### src/rtl/uart_tx_if.sv
// ---------------------------------------------------------------------------
// uart_tx_if
// Word handshake between a data source and the UART transmitter.
//
// Signals:
//   tx_valid  source -> uart_tx  a word is presented on tx_data
//   tx_data   source -> uart_tx  word to send; held stable until accepted
//   tx_ready  uart_tx -> source  holding register empty; a transfer happens
//                                on a clk edge where tx_valid && tx_ready
//
// Modports: master (the source), slave (the transmitter).
// ---------------------------------------------------------------------------
interface uart_tx_if #(
  parameter int FRAME_BITS = 8
);

  logic                  tx_valid;
  logic [FRAME_BITS-1:0] tx_data;
  logic                  tx_ready;

  modport master (
    output tx_valid,
    output tx_data,
    input  tx_ready
  );

  modport slave (
    input  tx_valid,
    input  tx_data,
    output tx_ready
  );

endinterface

### src/rtl/uart_tx.sv
// ---------------------------------------------------------------------------
// uart_tx
// UART transmitter. Each accepted word is sent as a start bit, FRAME_BITS
// data bits LSB first, an optional even-parity bit and STOP_BITS stop bits.
// Bit timing comes from an external baud/phase counter (bit_tick); this block
// pulses phase_arm at every frame start so that counter realigns. A one-entry
// holding register lets the next frame start with no idle bit.
//
// Ports:
//   clk        system clock
//   reset      synchronous, active-high reset
//   bit_tick   one-cycle pulse at each bit boundary
//   host       uart_tx_if.slave: tx_valid / tx_data in, tx_ready out
//   tx         registered serial line, idles high
//   busy       high whenever the FSM is not IDLE
//   done       one-cycle pulse on the final stop-bit tick of a frame
//   phase_arm  one-cycle pulse at frame start, restarts the baud counter
//
// Build option: define UART_TX_PARITY_EN to insert an even-parity bit
// between the last data bit and the stop bits.
// ---------------------------------------------------------------------------
module uart_tx #(
  parameter int FRAME_BITS = 8,
  parameter int STOP_BITS  = 1
) (
  input  logic     clk,
  input  logic     reset,
  input  logic     bit_tick,
  uart_tx_if.slave host,
  output logic     tx,
  output logic     busy,
  output logic     done,
  output logic     phase_arm
);

  localparam int              IDX_W     = $clog2(FRAME_BITS);
  localparam logic [IDX_W-1:0] LAST_IDX  = IDX_W'(FRAME_BITS - 1);
  localparam logic [1:0]       LAST_STOP = 2'(STOP_BITS - 1);

  typedef enum logic [2:0] {
    IDLE,
    START,
    DATA,
`ifdef UART_TX_PARITY_EN
    PARITY,
`endif
    STOP
  } state_t;

  state_t                state, state_next;
  logic                  tx_next, done_next, arm_next;
  logic [IDX_W-1:0]      bit_idx, bit_idx_next;
  logic [FRAME_BITS-1:0] shifter, shifter_next;
  logic [FRAME_BITS-1:0] hold_data, hold_data_next;
  logic                  hold_full, hold_full_next;
  logic [1:0]            stop_cnt, stop_cnt_next;
`ifdef UART_TX_PARITY_EN
  logic                  parity_bit, parity_next;
`endif
  logic                  accept;

  assign host.tx_ready = ~hold_full;
  assign accept        = host.tx_valid && host.tx_ready;
  assign busy          = (state != IDLE);

  // Next-state and next-output logic. Every register has a "hold" default so
  // each branch only spells out what changes. A word accepted while a frame
  // is in flight lands in the holding register, except on the final stop
  // tick with the hold empty, where it is chained straight into the shifter.
  // The parity bit is accumulated as each data bit goes onto the wire, since
  // the shifter no longer holds the whole word by the time it is needed.
  always_comb begin
    state_next     = state;
    tx_next        = tx;
    done_next      = 1'b0;
    arm_next       = 1'b0;
    bit_idx_next   = bit_idx;
    shifter_next   = shifter;
    hold_data_next = hold_data;
    hold_full_next = hold_full;
    stop_cnt_next  = stop_cnt;
`ifdef UART_TX_PARITY_EN
    parity_next    = parity_bit;
`endif

    if (accept && (state != IDLE)) begin
      hold_data_next = host.tx_data;
      hold_full_next = 1'b1;
    end

    case (state)
      IDLE: begin
        tx_next = 1'b1;
        if (accept) begin
          shifter_next = host.tx_data;
          state_next   = START;
          tx_next      = 1'b0;
          arm_next     = 1'b1;
        end
      end

      START: begin
        tx_next = 1'b0;
        if (bit_tick) begin
          state_next   = DATA;
          tx_next      = shifter[0];
          shifter_next = shifter >> 1;
          bit_idx_next = '0;
`ifdef UART_TX_PARITY_EN
          parity_next  = shifter[0];
`endif
        end
      end

      DATA: begin
        if (bit_tick) begin
          if (bit_idx == LAST_IDX) begin
`ifdef UART_TX_PARITY_EN
            state_next    = PARITY;
            tx_next       = parity_bit;
`else
            state_next    = STOP;
            tx_next       = 1'b1;
            stop_cnt_next = 2'd0;
`endif
          end else begin
            tx_next      = shifter[0];
            shifter_next = shifter >> 1;
            bit_idx_next = bit_idx + 1'b1;
`ifdef UART_TX_PARITY_EN
            parity_next  = parity_bit ^ shifter[0];
`endif
          end
        end
      end

`ifdef UART_TX_PARITY_EN
      PARITY: begin
        if (bit_tick) begin
          state_next    = STOP;
          tx_next       = 1'b1;
          stop_cnt_next = 2'd0;
        end
      end
`endif

      STOP: begin
        tx_next = 1'b1;
        if (bit_tick) begin
          if (stop_cnt == LAST_STOP) begin
            done_next = 1'b1;
            if (hold_full) begin
              shifter_next   = hold_data;
              hold_full_next = 1'b0;
              state_next     = START;
              tx_next        = 1'b0;
              arm_next       = 1'b1;
            end else if (accept) begin
              shifter_next   = host.tx_data;
              hold_full_next = 1'b0;
              state_next     = START;
              tx_next        = 1'b0;
              arm_next       = 1'b1;
            end else begin
              state_next = IDLE;
            end
          end else begin
            stop_cnt_next = stop_cnt + 2'd1;
          end
        end
      end

      default: begin
        state_next = IDLE;
        tx_next    = 1'b1;
      end
    endcase
  end

  // State and output registers. Reset drops any frame in flight and empties
  // the holding register, so a queued word is discarded rather than sent.
  always_ff @(posedge clk) begin
    if (reset) begin
      state      <= IDLE;
      tx         <= 1'b1;
      done       <= 1'b0;
      phase_arm  <= 1'b0;
      bit_idx    <= '0;
      shifter    <= '0;
      hold_data  <= '0;
      hold_full  <= 1'b0;
      stop_cnt   <= 2'd0;
`ifdef UART_TX_PARITY_EN
      parity_bit <= 1'b0;
`endif
    end else begin
      state      <= state_next;
      tx         <= tx_next;
      done       <= done_next;
      phase_arm  <= arm_next;
      bit_idx    <= bit_idx_next;
      shifter    <= shifter_next;
      hold_data  <= hold_data_next;
      hold_full  <= hold_full_next;
      stop_cnt   <= stop_cnt_next;
`ifdef UART_TX_PARITY_EN
      parity_bit <= parity_next;
`endif
    end
  end

endmodule

### src/flat_wrapper.sv
// flat-port wrapper written by rule: the top's interface ports become plain ports
module uart_tx_flat 
#(
  parameter int FRAME_BITS = 8,
  parameter int STOP_BITS  = 1
)
  (clk, reset, bit_tick, tx, busy, done, phase_arm, host_tx_valid, host_tx_data, host_tx_ready);
  uart_tx_if #(.FRAME_BITS(FRAME_BITS)) host_i ();
  input  logic clk;
  input  logic reset;
  input  logic bit_tick;
  output logic tx;
  output logic busy;
  output logic done;
  output logic phase_arm;
  input wire logic [$bits(host_i.tx_valid)-1:0] host_tx_valid;
  input wire logic [$bits(host_i.tx_data)-1:0] host_tx_data;
  output wire logic [$bits(host_i.tx_ready)-1:0] host_tx_ready;
  assign host_i.tx_valid = host_tx_valid;
  assign host_i.tx_data = host_tx_data;
  assign host_tx_ready = host_i.tx_ready;
  uart_tx #(.FRAME_BITS(FRAME_BITS), .STOP_BITS(STOP_BITS)) u_core (.clk(clk), .reset(reset), .bit_tick(bit_tick), .host(host_i), .tx(tx), .busy(busy), .done(done), .phase_arm(phase_arm));
endmodule
### config.mk
export PLATFORM = sky130hd
export DESIGN_NAME = uart_tx_flat
export DESIGN_NICKNAME = d
export VERILOG_FILES = /design/src/rtl/uart_tx_if.sv /design/src/rtl/uart_tx.sv /design/src/flat_wrapper.sv
export SDC_FILE = /design/constraint.sdc
export NUM_CORES = 1
export LEC_CHECK = 0
export BUFFER_PORTS_ARGS = -buffer_cell sky130_fd_sc_hd__buf_2
export CAP_MARGIN = 20
export CORE_MARGIN = 2
export CORE_UTILIZATION = 51
export DETAILED_ROUTE_END_ITERATION = 16
export PLACE_DENSITY = 0.77
export SETUP_SLACK_MARGIN = 0.2
export SLEW_MARGIN = 20
export SYNTH_ARGS = -nofsm -noshare
export SYNTH_HDL_FRONTEND = slang
export SYNTH_SLANG_ARGS = --single-unit
export TNS_END_PERCENT = 50
### constraint.sdc
create_clock -name clk -period 1.7 [get_ports clk]
set_input_delay 0 -clock clk [delete_from_list [all_inputs] [get_ports clk]]
set_output_delay 0 -clock clk [all_outputs]
set_load 0.005 [all_outputs]
==> impl_metrics.tcl, run 1 <==
set metrics [dict create \
    dp_hpwl_um 2430 \
    grt_pass1_vias 1317 \
    rsz0062_at_grt "yes" \
    antenna_found_initial 0 \
    synth_top_family_by_area "compound AO/OA/AOI/OAI gates" \
    yosys_warnings 0 \
    worstPathRequired_ps 1950 \
    grt_pass1_wl_um 5990 \
    port_buffers 16 \
    timing.final.crit_share 0.969 \
    p_leak_nw 0.687 \
    final_area_um2 1860 \
    start_kind "flip-flop" \
    area_growth_pct 30.0 \
    grt_max_degree 22 \
    cts_root_buf "clkbuf_4" \
    die_h_um 57 \
    dp_slack_ps -11.1 \
    synthXorXnorAreaFrac 0 \
    drtIter0Drc 69 \
    clockBufferDepth 2 \
    min_period_ps 1650 \
    viasPerCell 6.02 \
    avgSynthCellArea_um2 8.43 \
    ant_nets 0 \
    grt.overflow.total 0 \
    ys_ff_latch 27 \
    final_common_cell "dfxtp_1" \
    ys_types 38 \
    placementRows 19 \
    synth_area_um2 1430 \
    cts_tree "done" \
    critPathCaptureType "flip-flop" \
    dpl-instance-area_um2 1600 \
    cp_data_arrival_time_ps 1900 \
    fin_ws_ps 52.7 \
    die_w_um 57 \
    nets 220 \
    drt-pass1-iter-count 4 \
    cts_sinks 27 \
    slew_viol_final 0 \
    finClkSkew_ps 11.8 \
    tns_ps 0 \
    path_clk_slew_ps 150 \
    outcome "finished clean" \
    grt_use_total 0.232 \
    num_antenna_cells 0 \
    maxCapViolations 0 \
    pin_count 17 \
    fillers 219 \
    wirelength_um 3640 \
    drc 0 \
    synthAdderAreaFrac 0.0699 \
    critical_path_class "reg2reg" \
    gp_congestion 0.852 \
    max_freq_mhz 607 \
    power.density_nw_per_um2 1520 \
    synth_compound_area_frac 0.339 \
    final_cell_mix "dfxtp_1, a21oi_1, buf_2" \
    vias 1385 \
    coreArea_um2 2710 \
    ir_drop_mv 1.05 \
    ys_seq_area_frac 0.377 \
    post_drt_wl_per_cell_um 15.8 \
    initial_core_util 0.529 \
    syn_nets 190 \
    cts_made_buffers 3 \
    hp-class "in2reg" \
    die_area_um2 3250 \
    setup_violations 0 \
    crit_fanout 6 \
    synth.area.mux_share 0.0148 \
    drive_gt1_frac 0.302 \
    tightest_slew_ps 468 \
    timing.final.hold_violations 0 \
    postSynthCellCount 170 \
    synthSimpleGateAreaFrac 0.134 \
    h-tree-depth 1 \
    insertion_delay_ps 340 \
    slew_headroom 0.688 \
]
==> final cells by class <==
type,instances,area (um^2),area share
Clock buffer,3,22.5,0.0121
Multi-Input combinational cell,121,933,0.501
Inverter,11,48.8,0.0262
Tap cell,31,38.8,0.0208
Sequential cell,27,551,0.296
Timing Repair Buffer,36,263,0.141
Clock inverter,1,5.00,0.00269
==> critical path: stages, from the launching register on <==
cell and delay, ps:
dfxtp_4 440, inv_6 60, ha_4 180, a22o_1 250, o31a_1 390, a22o_1 240
==> path summary, 6_finish.rpt <==
path,end,start,cells after the start,slack [ps]
worst min-delay path,u_core.tx,bit_tick,3,30
worst max-delay path,u_core.shifter[3],u_core.state[0],5,50
worst min register to register,u_core.stop_cnt[0],u_core.stop_cnt[0],2,490
worst max register to register,u_core.shifter[3],u_core.state[0],5,50
==> repair_timing <==
action	CTS	global route
hold endpoints to repair	10	0
gates cloned	0	0
buffers inserted	4	2
endpoints found under the setup margin	21	24
resized for setup	16	11
pin swaps	3	5
hold buffers	8	0
==> Yosys cell counts <==
cell / instances / area (um^2)
a2111oi_0: 1 / 8.76
a211oi_1: 2 / 15.0
a21boi_1: 1 / 7.51
a21o_1: 1 / 7.51
a21oi_1: 22 / 110
a22o_1: 8 / 70.1
a22oi_1: 8 / 60.1
a2bb2oi_2: 1 / 15.0
a311oi_1: 1 / 8.76
a31oi_1: 1 / 6.26
and2_1: 1 / 6.26
buf_2: 3 / 15.0
buf_4: 2 / 15.0
clkbuf_1: 6 / 22.5
dfxtp_1: 27 / 541
ha_1: 8 / 100
inv_1: 11 / 41.3
mux2_1: 1 / 11.3
mux2i_1: 1 / 10.0
nand2_1: 13 / 48.8
nand2b_1: 4 / 25.0
nand3_1: 2 / 10.0
nand3b_1: 1 / 7.51
nand4_1: 2 / 12.5
nor2_1: 9 / 33.8
nor2_2: 1 / 6.26
nor2b_1: 2 / 12.5
nor3_1: 1 / 5.00
nor3_2: 1 / 10.0
nor4_1: 1 / 6.26
o2111ai_1: 1 / 8.76
o211a_1: 1 / 10.0
o21ai_0: 13 / 65.1
o21ai_1: 1 / 5.00
o22a_1: 1 / 8.76
o2bb2ai_1: 8 / 70.1
o31a_1: 1 / 8.76
or4_1: 1 / 7.51
==> power breakdown <==
| group | switching [mW] | internal, mW | total [mW] |
|---|---|---|---|
| clock network | 0.199 | 0.0887 | 0.288 |
| registers | 0.133 | 0.793 | 0.926 |
| logic | 0.882 | 0.734 | 1.62 |
==> per-layer routing <==
| layer | vias up | track usage | share of wire |
|---|---|---|---|
| met5 | - | 0 | 0 |
| met3 | 9 | 0.0522 | 0.033 |
| li1 | 683 | - | - |
| met1 | 661 | 0.305 | 0.45 |
| met4 | 0 | 0.0698 | 0.016 |
| met2 | 32 | 0.383 | 0.50 |
==> sequential cells by signal, summed over array words and instances (netlist names) <==
signal and cells:
u_core.phase_arm 1, u_core.bit_idx 3, u_core.state 2, u_core.tx 1
u_core.done 1, u_core.shifter 8, u_core.stop_cnt 2, u_core.hold_full 1
u_core.hold_data 8
==> cells by family (layout without fill, tap and decap cells) <==
| family | Yosys count | in the layout |
|---|---|---|
| flops | 27 | 27 |
| mux | 2 | 2 |
| compound gates | 72 | 72 |
| simple gates | 39 | 39 |
| fa+ha+maj | 8 | 8 |
| buf+inv | 22 | 51 |
==> metrics by stage <==
step	total power, mW	std cells	util	hold WS, ps
final	2.83	230	0.687	34.8
after global routing	3.02	230	0.687	60.3
after CTS	2.70	228	0.670	43.8
after detailed placement	2.26	212	0.591	258
after global placement	2.23	212	0.591	253
after floorplan	1.85	170	-	125
No activity file was read; power rests on OpenSTA's default activity.
==> run 2: changes to the inputs <==
- clock period: 1.7 -> 1.37 ns (I/O delays scaled with it)
==> impl_metrics.tcl, run 2 (synthesis gave the netlist of run 1 again) <==
set metrics [dict create \
    die_area_um2 3250 \
    critPathCaptureType "flip-flop" \
    final_area_um2 2180 \
    finClkSkew_ps 4.50 \
    initial_core_util 0.529 \
    min_from "bit_tick" \
    grt_max_degree 16 \
    insertion_delay_ps 340 \
    post_drt_wl_per_cell_um 17.2 \
    start_kind "flip-flop" \
    ant_nets 0 \
    die_h_um 57 \
    final_cell_mix "buf_4, dfxtp_1, a21oi_1" \
    cts_made_buffers 3 \
    place_inst 242 \
    area_growth_pct 52.5 \
    gp_congestion 0.869 \
    ff2ff_path_depth 5 \
    h-tree-depth 1 \
    hold_depth 3 \
    drtIter0Drc 126 \
    stdcell_count 258 \
    reg_top3 "u_core.hold_data x8, u_core.shifter x8, u_core.bit_idx x3" \
    grt_use_total 0.285 \
    violations "negative setup slack" \
    max_freq_mhz 611 \
    power_switching_mw 1.78 \
    cp_data_arrival_time_ps 1880 \
    outcome "finished, violations left" \
    cts_sinks 27 \
    whs_endpoint "u_core.tx" \
    power_frac_comb 0.648 \
    nets 248 \
    dpl-instance-area_um2 1860 \
    viasPerCell 6.04 \
    worstPathRequired_ps 1620 \
    grt.overflow.total 0 \
    critical_path_class "reg2reg" \
    pin_count 17 \
    hp-class "in2reg" \
    slew_headroom 0.798 \
    crit_fanout 6 \
    port_buffers 16 \
    r2r_setup_slack_ps -270 \
    final_common_cell "buf_4" \
    grt_pass1_vias 1595 \
    timing.rr.end "u_core.shifter[3]" \
    power_frac_seq 0.267 \
    fin_ws_ps -265 \
    timing.final.hold_violations 0 \
    coreArea_um2 2710 \
    path_clk_slew_ps 150 \
    wirelength_um 4440 \
    tns_ps -2820 \
    setup_violations 19 \
    antenna_found_initial 0 \
    holdWs_ps 113 \
    drc 0 \
    drt-pass1-iter-count 5 \
    dp_slack_ps -265 \
    ir_drop_mv 1.42 \
    worstReg2RegStart "u_core.bit_idx[1]" \
    drive_gt1_frac 0.423 \
    fillers 169 \
    final_util 0.806 \
    tightest_slew_ps 303 \
    cts_root_buf "clkbuf_4" \
    switching_share 0.414 \
    finalPower_mw 4.28 \
    vias 1559 \
    power.share.clock 0.085 \
    num_antenna_cells 0 \
    power.density_nw_per_um2 1960 \
    min_period_ps 1640 \
    maxCapViolations 0 \
    placementRows 19 \
    dp_hpwl_um 2960 \
    die_w_um 57 \
    slew_viol_final 0 \
    cts_tree "done" \
    grt_pass1_wl_um 7340 \
    power.internal_mw 2.51 \
    rsz0062_at_grt "yes" \
    p_leak_nw 0.858 \
    timing.final.crit_share 1.19 \
    clockBufferDepth 2 \
]
[run 2: changes by cell type in the layout (fill, tap and decap cells not counted), sizes merged]
cell	before	now
buf	28	55
dlygate4sd3	8	9
[run 2: layout make-up]
cell class | count | area [um^2] | share of cell area
Timing Repair Buffer | 64 | 510 | 0.234
Multi-Input combinational cell | 121 | 1010 | 0.462
Clock inverter | 1 | 5.00 | 0.00229
Clock buffer | 3 | 22.5 | 0.0103
Tap cell | 31 | 38.8 | 0.0178
Inverter | 11 | 48.8 | 0.0223
Sequential cell | 27 | 549 | 0.251
[run 2: worst max-delay path, stage by stage (launching register included)]
cell     delay [ps]
dfxtp_1         360
ha_4            170
ha_4            170
a22o_1          230
o31a_1          360
a22o_1          250
[run 2: repair_timing]
| action | CTS | global route |
|---|---|---|
| pin swaps | 10 | 7 |
| endpoints found under the setup margin | 28 | 29 |
| gates resized for setup | 23 | 19 |
| buffers inserted | 3 | 0 |
| hold buffers | 9 | 0 |
| hold endpoints to repair | 16 | 0 |
| gates cloned | 0 | 0 |
[run 2: routing by layer]
metal | track usage | routed length (um) | vias to the layer above
met5 | 0 | 0 | -
met4 | 0.0897 | 72 | 0
met3 | 0.0408 | 238 | 10
met2 | 0.517 | 2270 | 62
met1 | 0.346 | 1860 | 747
li1 | - | - | 740
[run 2: how the worst max path moves through the flow]
stage / startpoint / endpoint / slack (ps) / cells past startpoint
after global routing: u_core.bit_idx[1] / u_core.shifter[3] / -320 / 5
after global placement: u_core.state[0] / u_core.shifter[5] / -240 / 6
after CTS: u_core.state[0] / u_core.shifter[3] / -230 / 6
after detailed placement: u_core.state[0] / u_core.shifter[3] / -260 / 6
after floorplan: u_core.state[0] / u_core.shifter[0] / -200 / 7
final: u_core.bit_idx[1] / u_core.shifter[3] / -270 / 5
[run 2: power groups by stage]
stage                     sequential (mW)  combinational [mW]  clock (mW)
final                                1.14                2.78       0.364
after global routing                 1.16                2.96       0.393
after CTS                            1.13                2.57       0.359
after detailed placement             1.12                2.31           0
after global placement               1.11                2.19           0
after floorplan                      1.09                1.24           0
==> run 3: changes to the inputs <==
- CELL_PAD_IN_SITES_DETAIL_PLACEMENT: default -> 0
- CELL_PAD_IN_SITES_GLOBAL_PLACEMENT: default -> 1
- CORE_UTILIZATION: 51 -> 38
- PLACE_DENSITY: 0.77 -> 0.76
==> impl_metrics.tcl, run 3 (synthesis gave the netlist of run 1 again) <==
set metrics [dict create \
    p_leak_nw 0.870 \
    violations "negative setup slack" \
    holdWs_ps 119 \
    tightest_slew_ps 397 \
    path_buf_inv 1 \
    cp_data_arrival_time_ps 1790 \
    hold_depth 2 \
    pin_count 17 \
    timing.final.hold_violations 0 \
    ant_nets 0 \
    viasPerCell 5.42 \
    min_period_ps 1610 \
    rsz0062_at_grt "yes" \
    path_clk_slew_ps 100 \
    r2r_setup_slack_ps -240 \
    grt_pass1_wl_um 7130 \
    critPathTopFamily "compound AO/OA/AOI/OAI gates" \
    ir_drop_mv 1.06 \
    num_antenna_cells 0 \
    final_common_cell "buf_4" \
    slew_headroom 0.735 \
    final_cell_mix "buf_4, dfxtp_1, a21oi_1, buf_2, nand2_1" \
    h-tree-depth 1 \
    die_w_um 65.4 \
    start_kind "flip-flop" \
    antenna_found_initial 0 \
    drc 0 \
    finalPower_mw 4.46 \
    drtIter0Drc 111 \
    crit_fanout 6 \
    cts_made_buffers 3 \
    slowest_stage "dfxtp_4" \
    crit_top_cell "a22o_1" \
    vias 1480 \
    fillers 318 \
    drive_gt1_frac 0.458 \
    final_area_um2 2240 \
    grt.overflow.total 0 \
    cts_root_buf "clkbuf_8" \
    cts_sinks 27 \
    tns_ps -2500 \
    dp_hpwl_um 2820 \
    setup_violations 19 \
    clockBufferDepth 2 \
    timing.final.crit_share 1.17 \
    cts_tree "done" \
    ff2ff_path_depth 5 \
    port_buffers 16 \
    timing.rr.end "u_core.shifter[4]" \
    critPathCaptureType "flip-flop" \
    worstPathRequired_ps 1550 \
    outcome "finished, violations left" \
    critical-path-max-stage-delay_ps 380 \
    grt_use_total 0.213 \
    drt-pass1-iter-count 4 \
    slew_viol_final 0 \
    nets 246 \
    hp-class "in2reg" \
    power.density_nw_per_um2 1990 \
    reg_top3 "u_core.hold_data x8, u_core.shifter x8, u_core.bit_idx x3" \
    max_freq_mhz 622 \
    fin_ws_ps -238 \
    coreArea_um2 3630 \
    placementRows 22 \
    whs_endpoint "u_core.hold_data[3]" \
    area_growth_pct 56.1 \
    wirelength_um 4190 \
    die_area_um2 4280 \
    grt_pass1_vias 1515 \
    crit_chain "buf_6 -> ha_4 -> a22o_1 -> o31a_1 -> a22o_1" \
    initial_core_util 0.394 \
    die_h_um 65.4 \
    crit_cells 5 \
    gp_congestion 0.825 \
    post_drt_wl_per_cell_um 15.4 \
    finClkSkew_ps 1.86 \
    critical_path_class "reg2reg" \
    dpl-instance-area_um2 1860 \
    grt_max_degree 17 \
    min_from "reset" \
    worstReg2RegStart "u_core.state[1]" \
    insertion_delay_ps 280 \
    maxCapViolations 0 \
]
[run 3: per-stage QoR]
stage / util / std cells / setup WS (ps)
CTS: 0.587 / 270 / -207
global placement: 0.511 / 257 / -238
floorplan: - / 170 / -201
detailed placement: 0.511 / 257 / -272
finish: 0.615 / 273 / -238
global route: 0.615 / 273 / -285
[run 3: layer usage]
layer | GRT usage | wire length (um) | vias to the layer above
met5 | 0 | 0 | -
met4 | 0.0547 | 49 | 0
met3 | 0.0223 | 134 | 4
met2 | 0.366 | 2080 | 29
met1 | 0.286 | 1930 | 711
li1 | - | - | 736
[run 3: worst max-delay path by stage]
stage	start	to	slack, ps
2_1_floorplan	u_core.state[0]	u_core.shifter[0]	-200
3_3_place_gp	u_core.state[0]	u_core.shifter[4]	-240
3_5_place_dp	u_core.state[0]	u_core.shifter[6]	-270
4_1_cts	u_core.state[1]	u_core.shifter[2]	-210
5_1_grt	u_core.state[1]	u_core.shifter[4]	-280
6_report	u_core.state[1]	u_core.shifter[4]	-240
[run 3: final cells by class]
cell class	instances	area [um^2]	area share
clock buffers	3	41.3	0.0185
clock inverters	1	6.26	0.00280
inverters	11	51.3	0.0229
multi-input cells	121	1030	0.460
flip-flops and latches	27	551	0.246
well taps	48	60.1	0.0269
repair buffers	62	498	0.223
[run 3: timing repair]
item / CTS / global route
hold buffers: 8 / 0
setup endpoints to repair: 28 / 28
pin swaps: 6 / 7
buffers inserted: 1 / 2
hold endpoints to repair: 8 / 0
gates resized for setup: 34 / 22
cloned: 0 / 1
[run 3: power breakdown]
group          switching [mW]  internal (mW)
sequential              0.154          0.985
combinational            1.37           1.47
clock                   0.269          0.209
